### src/rtl/cpu_fetch_decode_exec.sv
// Fetch, decode and execute stage of the single-cycle MIPS-subset CPU.
// The PC register is the only state; everything else is combinational from inst/rd1/rd2/pc.
module cpu_fetch_decode_exec #(
  parameter logic [31:0] RESET_PC = 32'h0000_0000
) (
  input  logic        clk,
  input  logic        rst,
  input  logic [31:0] inst,
  input  logic [31:0] rd1,
  input  logic [31:0] rd2,
  output logic [31:0] pc,
  output logic [31:0] pc_plus4,
  output logic [4:0]  ra1,
  output logic [4:0]  ra2,
  output logic [4:0]  wa,
  output logic        reg_wen,
  output logic [1:0]  reg_src,
  output logic [1:0]  mem_cmd,
  output logic [1:0]  spi_ctrl,
  output logic [31:0] alu_out,
  output logic        carry_out,
  output logic        is_zero,
  output logic        is_syscall
);

  localparam logic [3:0] ALU_ADD  = 4'd0;
  localparam logic [3:0] ALU_SUB  = 4'd1;
  localparam logic [3:0] ALU_AND  = 4'd2;
  localparam logic [3:0] ALU_OR   = 4'd3;
  localparam logic [3:0] ALU_XOR  = 4'd4;
  localparam logic [3:0] ALU_NOR  = 4'd5;
  localparam logic [3:0] ALU_SLT  = 4'd6;
  localparam logic [3:0] ALU_SLTU = 4'd7;
  localparam logic [3:0] ALU_SLL  = 4'd8;
  localparam logic [3:0] ALU_SRL  = 4'd9;
  localparam logic [3:0] ALU_SRA  = 4'd10;
  localparam logic [3:0] ALU_LUI  = 4'd11;

  logic [31:0] pc_q, pc_d;
  logic [5:0]  op, funct;
  logic [4:0]  rs, rt, rd, shamt;
  logic [31:0] immS, immZ, brOffset;
  logic [31:0] aluA, aluB;
  logic [3:0]  aluOp;
  logic        isBeq, isBne, isJ, isJr;
  logic [32:0] sum;

  assign op    = inst[31:26];
  assign rs    = inst[25:21];
  assign rt    = inst[20:16];
  assign rd    = inst[15:11];
  assign shamt = inst[10:6];
  assign funct = inst[5:0];
  assign immS  = {{16{inst[15]}}, inst[15:0]};
  assign immZ  = {16'h0000, inst[15:0]};
  assign brOffset = {immS[29:0], 2'b00};

  assign pc       = pc_q;
  assign pc_plus4 = pc_q + 32'd4;

  always_comb begin
    ra1        = rs;
    ra2        = rt;
    wa         = rd;
    reg_wen    = 1'b0;
    reg_src    = 2'b00;
    mem_cmd    = 2'b00;
    spi_ctrl   = 2'b00;
    is_syscall = 1'b0;
    aluA       = rd1;
    aluB       = rd2;
    aluOp      = ALU_ADD;
    isBeq      = 1'b0;
    isBne      = 1'b0;
    isJ        = 1'b0;
    isJr       = 1'b0;
    case (op)
      6'h00: begin
        case (funct)
          6'h20, 6'h21: begin aluOp = ALU_ADD;  reg_wen = 1'b1; end
          6'h22, 6'h23: begin aluOp = ALU_SUB;  reg_wen = 1'b1; end
          6'h24: begin aluOp = ALU_AND;  reg_wen = 1'b1; end
          6'h25: begin aluOp = ALU_OR;   reg_wen = 1'b1; end
          6'h26: begin aluOp = ALU_XOR;  reg_wen = 1'b1; end
          6'h27: begin aluOp = ALU_NOR;  reg_wen = 1'b1; end
          6'h2A: begin aluOp = ALU_SLT;  reg_wen = 1'b1; end
          6'h2B: begin aluOp = ALU_SLTU; reg_wen = 1'b1; end
          6'h00: begin aluOp = ALU_SLL; aluA = rd2; reg_wen = 1'b1; end
          6'h02: begin aluOp = ALU_SRL; aluA = rd2; reg_wen = 1'b1; end
          6'h03: begin aluOp = ALU_SRA; aluA = rd2; reg_wen = 1'b1; end
          6'h08: isJr = 1'b1;
          6'h0C: begin ra1 = 5'd2; ra2 = 5'd4; is_syscall = 1'b1; end
          default: ;
        endcase
      end
      6'h08, 6'h09: begin wa = rt; reg_wen = 1'b1; aluB = immS; aluOp = ALU_ADD;  end
      6'h0A: begin wa = rt; reg_wen = 1'b1; aluB = immS; aluOp = ALU_SLT;  end
      6'h0B: begin wa = rt; reg_wen = 1'b1; aluB = immS; aluOp = ALU_SLTU; end
      6'h0C: begin wa = rt; reg_wen = 1'b1; aluB = immZ; aluOp = ALU_AND;  end
      6'h0D: begin wa = rt; reg_wen = 1'b1; aluB = immZ; aluOp = ALU_OR;   end
      6'h0E: begin wa = rt; reg_wen = 1'b1; aluB = immZ; aluOp = ALU_XOR;  end
      6'h0F: begin wa = rt; reg_wen = 1'b1; aluB = immZ; aluOp = ALU_LUI;  end
      6'h23: begin wa = rt; reg_wen = 1'b1; aluB = immS; mem_cmd = 2'b01; reg_src = 2'b01; end
      6'h2B: begin wa = rt; aluB = immS; mem_cmd = 2'b10; end
      6'h04: begin aluOp = ALU_SUB; isBeq = 1'b1; end
      6'h05: begin aluOp = ALU_SUB; isBne = 1'b1; end
      6'h02: isJ = 1'b1;
      6'h03: begin isJ = 1'b1; wa = 5'd31; reg_wen = 1'b1; reg_src = 2'b10; end
      6'h1C: begin
        if (funct == 6'h00) begin
          spi_ctrl = 2'b01;
        end else if (funct == 6'h01) begin
          spi_ctrl = 2'b10;
          reg_wen  = 1'b1;
          reg_src  = 2'b11;
        end
      end
      default: ;
    endcase
  end

  // Subtraction is A + ~B + 1 so carry_out reads as "no borrow".
  always_comb begin
    sum       = {1'b0, aluA} + {1'b0, aluB};
    alu_out   = sum[31:0];
    carry_out = 1'b0;
    case (aluOp)
      ALU_ADD:  begin alu_out = sum[31:0]; carry_out = sum[32]; end
      ALU_SUB:  begin
        sum       = {1'b0, aluA} + {1'b0, ~aluB} + 33'd1;
        alu_out   = sum[31:0];
        carry_out = sum[32];
      end
      ALU_AND:  alu_out = aluA & aluB;
      ALU_OR:   alu_out = aluA | aluB;
      ALU_XOR:  alu_out = aluA ^ aluB;
      ALU_NOR:  alu_out = ~(aluA | aluB);
      ALU_SLT:  alu_out = ($signed(aluA) < $signed(aluB)) ? 32'd1 : 32'd0;
      ALU_SLTU: alu_out = (aluA < aluB) ? 32'd1 : 32'd0;
      ALU_SLL:  alu_out = aluA << shamt;
      ALU_SRL:  alu_out = aluA >> shamt;
      ALU_SRA:  alu_out = $signed(aluA) >>> shamt;
      ALU_LUI:  alu_out = {aluB[15:0], 16'h0000};
      default:  alu_out = sum[31:0];
    endcase
  end

  assign is_zero = (alu_out == 32'd0);

  always_comb begin
    pc_d = pc_plus4;
    if (isJ) begin
      pc_d = {pc_plus4[31:28], inst[25:0], 2'b00};
    end else if (isJr) begin
      pc_d = rd1;
    end else if ((isBeq && is_zero) || (isBne && !is_zero)) begin
      pc_d = pc_plus4 + brOffset;
    end
  end

  always_ff @(posedge clk or posedge rst) begin
    if (rst) begin
      pc_q <= RESET_PC;
    end else begin
      pc_q <= pc_d;
    end
  end

endmodule

### config.mk
export PLATFORM = sky130hd
export DESIGN_NAME = cpu_fetch_decode_exec
export DESIGN_NICKNAME = d
export VERILOG_FILES = /design/src/rtl/cpu_fetch_decode_exec.sv
export SDC_FILE = /design/constraint.sdc
export NUM_CORES = 1
export LEC_CHECK = 0
export ABC_AREA = 1
export BUFFER_PORTS_ARGS = -buffer_cell sky130_fd_sc_hd__buf_2
export CORE_UTILIZATION = 39
export CTS_BUF_LIST = sky130_fd_sc_hd__clkbuf_4 sky130_fd_sc_hd__clkbuf_8 sky130_fd_sc_hd__clkbuf_16
export DETAILED_ROUTE_END_ITERATION = 16
export HOLD_SLACK_MARGIN = 0.12
export PLACE_DENSITY = 0.58
export RECOVER_POWER = 25
export SLEW_MARGIN = 20
export SYNTH_ARGS = -nofsm -noshare
export SYNTH_HDL_FRONTEND = slang
export SYNTH_SLANG_ARGS = --single-unit
### constraint.sdc
create_clock -name clk -period 9.1 [get_ports clk]
set_input_delay 1.365 -clock clk [delete_from_list [all_inputs] [get_ports clk]]
set_output_delay 1.365 -clock clk [all_outputs]
set_load 0.05 [all_outputs]
==> flow_summary_export.csv <==
group,metric,value,unit
run_status,outcome,"finished with violations",
run_status,violations,"capacitance limit, slew limit",
timing,fin_crit_sh,95.5,%
logic_synthesis,ys_seq_area_share,5.03,%
clock_tree,clockBufferDepth,2,
logic_synthesis,synthArstFlopShare,100,%
logic_synthesis,yosys.area_share.adder,10.3,%
setup_path,max_stage_delay,0.59,ns
floorplan,row_count,73,
floorplan,io_pins,219,
pwr,p_total,0.00305,W
place,port-buffer-count,218,
floorplan,start_util,39.8,%
timing,fmax,115,MHz
pwr,peakVddDrop,0.000123,V
logic_synthesis,synth-xor-area-share,3.35,%
layout,regArea,801,um^2
route,drc,0,
logic_synthesis,synth.area.mux_share,0.189,%
setup_path,critical_path.max_fanout,15,
clock_tree,clkLatencyLatePin,0.29,ns
clock_tree,path_clk_slew,0.06,ns
global_routing,antenna_found_initial,8,
floorplan,fp.dieH,204,um
clock_tree,cts_made_buffers,5,
timing,relSlewSlack,-33.2,%
global_routing,first_global_vias,20900,
clock_tree,clock-sinks,32,
layout,fin_nets,3465,
setup_path,start_kind,"input port",
global_routing,grt_max_degree,71,
timing,rsz0062_at_grt,"false",
route,routed_wl,94.0,mm
timing,period_minus_slack,8.69,ns
clock_tree,cts_max_level,2,
job,cap_viol_max_count,1,
floorplan,placeableCoreArea,0.0400,mm^2
route,drt_iter0_drc,3201,
route,viasPerCell,6.09,
layout,drive_gt1_share,10.7,%
place,place.gp.congestion,1.09,
hold_path,min_path_type,"flip-flop to flip-flop",
clock_tree,cts_tree,"done",
layout,largest_reg_flops,32,
logic_synthesis,postSynthAreaPerCell,5.14,um^2
logic_synthesis,synth_cells,3097,
logic_synthesis,syn_nets,3324,
logic_synthesis,synth_top_cell_by_area,"nand3_1",
timing,clock_skew,0.00985,ns
logic_synthesis,synth_top_family_by_area,"simple AND/OR/NAND/NOR gates",
layout,syn_to_final_growth,10.6,%
clock_tree,cts_root_buf,"clkbuf_16",
logic_synthesis,netlist_area,0.0159,mm^2
setup_path,cp_slowest_cell,"ha_1",
floorplan,die-area,0.0417,mm^2
logic_synthesis,ys.warnings.count,0,
route,num_vias,23000,
floorplan,dieWidth,204,um
route,drt_first_pass_iters,6,
timing,max_slew.worst_pin.slew,2.00,ns
logic_synthesis,synthSimpleGateAreaFrac,52.2,%
setup_path,critPathArrivalTime,7.33,ns
setup_path,critPathMostFrequentCell,"nand2_1",
setup_path,end_kind,"output pin",
route,antenna_left,0,
logic_synthesis,synthFlopType,"dfrtp_1",
logic_synthesis,synth_edf_count,0,
timing,fin_setup_tns,0,ns
setup_path,cp_data_required_time,7.74,ns
timing,hold_viol_final,0,
timing,setup-violations-final,0,
route,wire_per_inst,25.0,um
layout,multi_input_area,0.0129,mm^2
timing,slew_violations,33,
place,dp_hpwl,78.0,mm
logic_synthesis,synth.top_cell.area_share,18.9,%
clock_tree,cts_setup_buffers,0,
setup_path,worstSetupPathType,"input port to output pin",
global_routing,globalRouteTotalUtil,43.7,%
global_routing,overflow,0,
pwr,p_leak,9.55,nW
pwr,powerDensity,173,mW/mm^2
logic_synthesis,synth_seq_cells,32,
layout,n_fill_cell,4639,
global_routing,grt_pass1_wl,135,mm
logic_synthesis,synth_compound_area_share,14.9,%
logic_synthesis,ys_top_cells_by_area,"nand3_1 (19%), nand2_1 (18%), ha_1 (9.9%), inv_1 (9.8%), nor2_1 (7.1%)",
logic_synthesis,ys_types,51,
-- cell usage after synthesis, drive strengths merged (4+ instances only) --
cell type,number
buf,74
nand3,618
a31oi,8
a21o,14
nand2,806
or2,16
a21oi,167
o211ai,9
nor4,11
nand4,49
a21boi,7
clkbuf,64
dfrtp,32
ha,126
nor2,314
nor3,48
o21bai,11
nand3b,4
xnor2,20
o21ai,186
inv,426
xor2,41
o22ai,16
-- cell type report --
class | count | share of cell area [%]
sequential | 32 | 4.55
tap | 525 | 3.73
antenna | 5 | 0.0710
multi-input combinational | 2499 | 73.2
timing repair buffer | 272 | 8.37
inverter | 428 | 9.12
clock buffer | 6 | 0.753
clock inverter | 2 | 0.199
-- cell families (layout without fill, tap and decap cells) --
group | Yosys count | count (layout)
compound gates | 436 | 436
fa+ha+maj | 129 | 129
mux | 3 | 3
simple gates | 1870 | 1870
buf+inv | 566 | 708
other cells | 0 | 5
flops | 32 | 32
xor+xnor | 61 | 61
-- worst paths after layout --
kind                       cells after the start                end         startpoint  slack, ns
max reg2reg                                   31   pc[31]$_DFF_PP0_    pc[2]$_DFF_PP0_       3.75
max in group asynchronous                      3  pc[1]$_DFFE_PP0P_                rst       6.16
min reg2reg                                    1  pc[0]$_DFFE_PP0P_  pc[0]$_DFFE_PP0P_       0.57
min                                            1  pc[0]$_DFFE_PP0P_  pc[0]$_DFFE_PP0P_       0.57
min in group asynchronous                      3   pc[18]$_DFF_PP0_                rst       1.79
max                                           32            is_zero           inst[27]       0.41
-- layer usage --
metal | global-route usage, % | vias up | wire, um | part of all wire [%]
met4 | 27.2 | 4 | 7030 | 7.5
met2 | 68.7 | 1495 | 40600 | 43
met5 | 0 | - | 27 | 0.029
met1 | 55.7 | 10700 | 36900 | 39
met3 | 6.78 | 323 | 9520 | 10
li1 | - | 10500 | - | -
-- stage by stage --
stage               worst slack [ns]  util (%)  cells  hold slack, ns  area, um^2
global placement               0.281      43.6   3756           0.529       17500
CTS                            0.262      44.1   3764           0.560       17600
global route                  0.0113      44.0   3766           0.600       17600
finish                         0.408      44.0   3769           0.572       17600
floorplan                       1.22         -   3097           0.785       15900
detailed placement             0.303      43.6   3756           0.539       17500
-- critical path, delay by kind of cell --
kind                     cells  cell delay, ns
AND/OR/NAND/NOR             18            3.12
buffers and inverters        9            1.23
AO/OA/AOI/OAI                4            0.99
adder cells (fa/ha/maj)      1            0.59
-- layout by cell type, fill, tap and decap left out, types with 4 or more instances in the layout --
| cell | netlist | routed |
|---|---|---|
| nand2_1 | 783 | 782 |
| xor2_1 | 41 | 41 |
| dfrtp_1 | 32 | 32 |
| nor2_1 | 301 | 300 |
| clkbuf_1 | 64 | 15 |
| inv_2 | 9 | 10 |
| nor4_1 | 11 | 11 |
| a31oi_1 | 8 | 8 |
| o21bai_1 | 11 | 11 |
| nand3b_1 | 4 | 4 |
| or2_2 | 16 | 16 |
| buf_4 | 9 | 53 |
| nand3_2 | 14 | 14 |
| nand2_4 | 4 | 4 |
| a21oi_1 | 167 | 167 |
| clkbuf_16 | 0 | 5 |
| inv_1 | 417 | 416 |
| a21boi_0 | 7 | 7 |
| o22ai_1 | 16 | 16 |
| nand3_1 | 603 | 603 |
| nand4_1 | 49 | 49 |
| nor2_2 | 7 | 8 |
| buf_2 | 33 | 204 |
| o211ai_1 | 9 | 9 |
| xnor2_1 | 20 | 20 |
| o21ai_0 | 175 | 169 |
| diode_2 | 0 | 5 |
| nor2_4 | 5 | 5 |
| o21ai_1 | 11 | 17 |
| nand2_2 | 19 | 20 |
| a21o_1 | 14 | 14 |
| ha_1 | 126 | 126 |
| nor3_1 | 45 | 45 |
-- repair_timing --
action	4_1_cts	5_1_grt
hold buffers	0	0
endpoints found under the setup margin	0	1
endpoints found under the hold margin	0	0
resized for setup	0	4
-- report_power, final --
part           internal [W]  switching, W
combinational      0.000686       0.00189
clock              0.000132     0.0000685
sequential         0.000199     0.0000726
total               0.00102       0.00203
(Power assumes the default switching activity.)
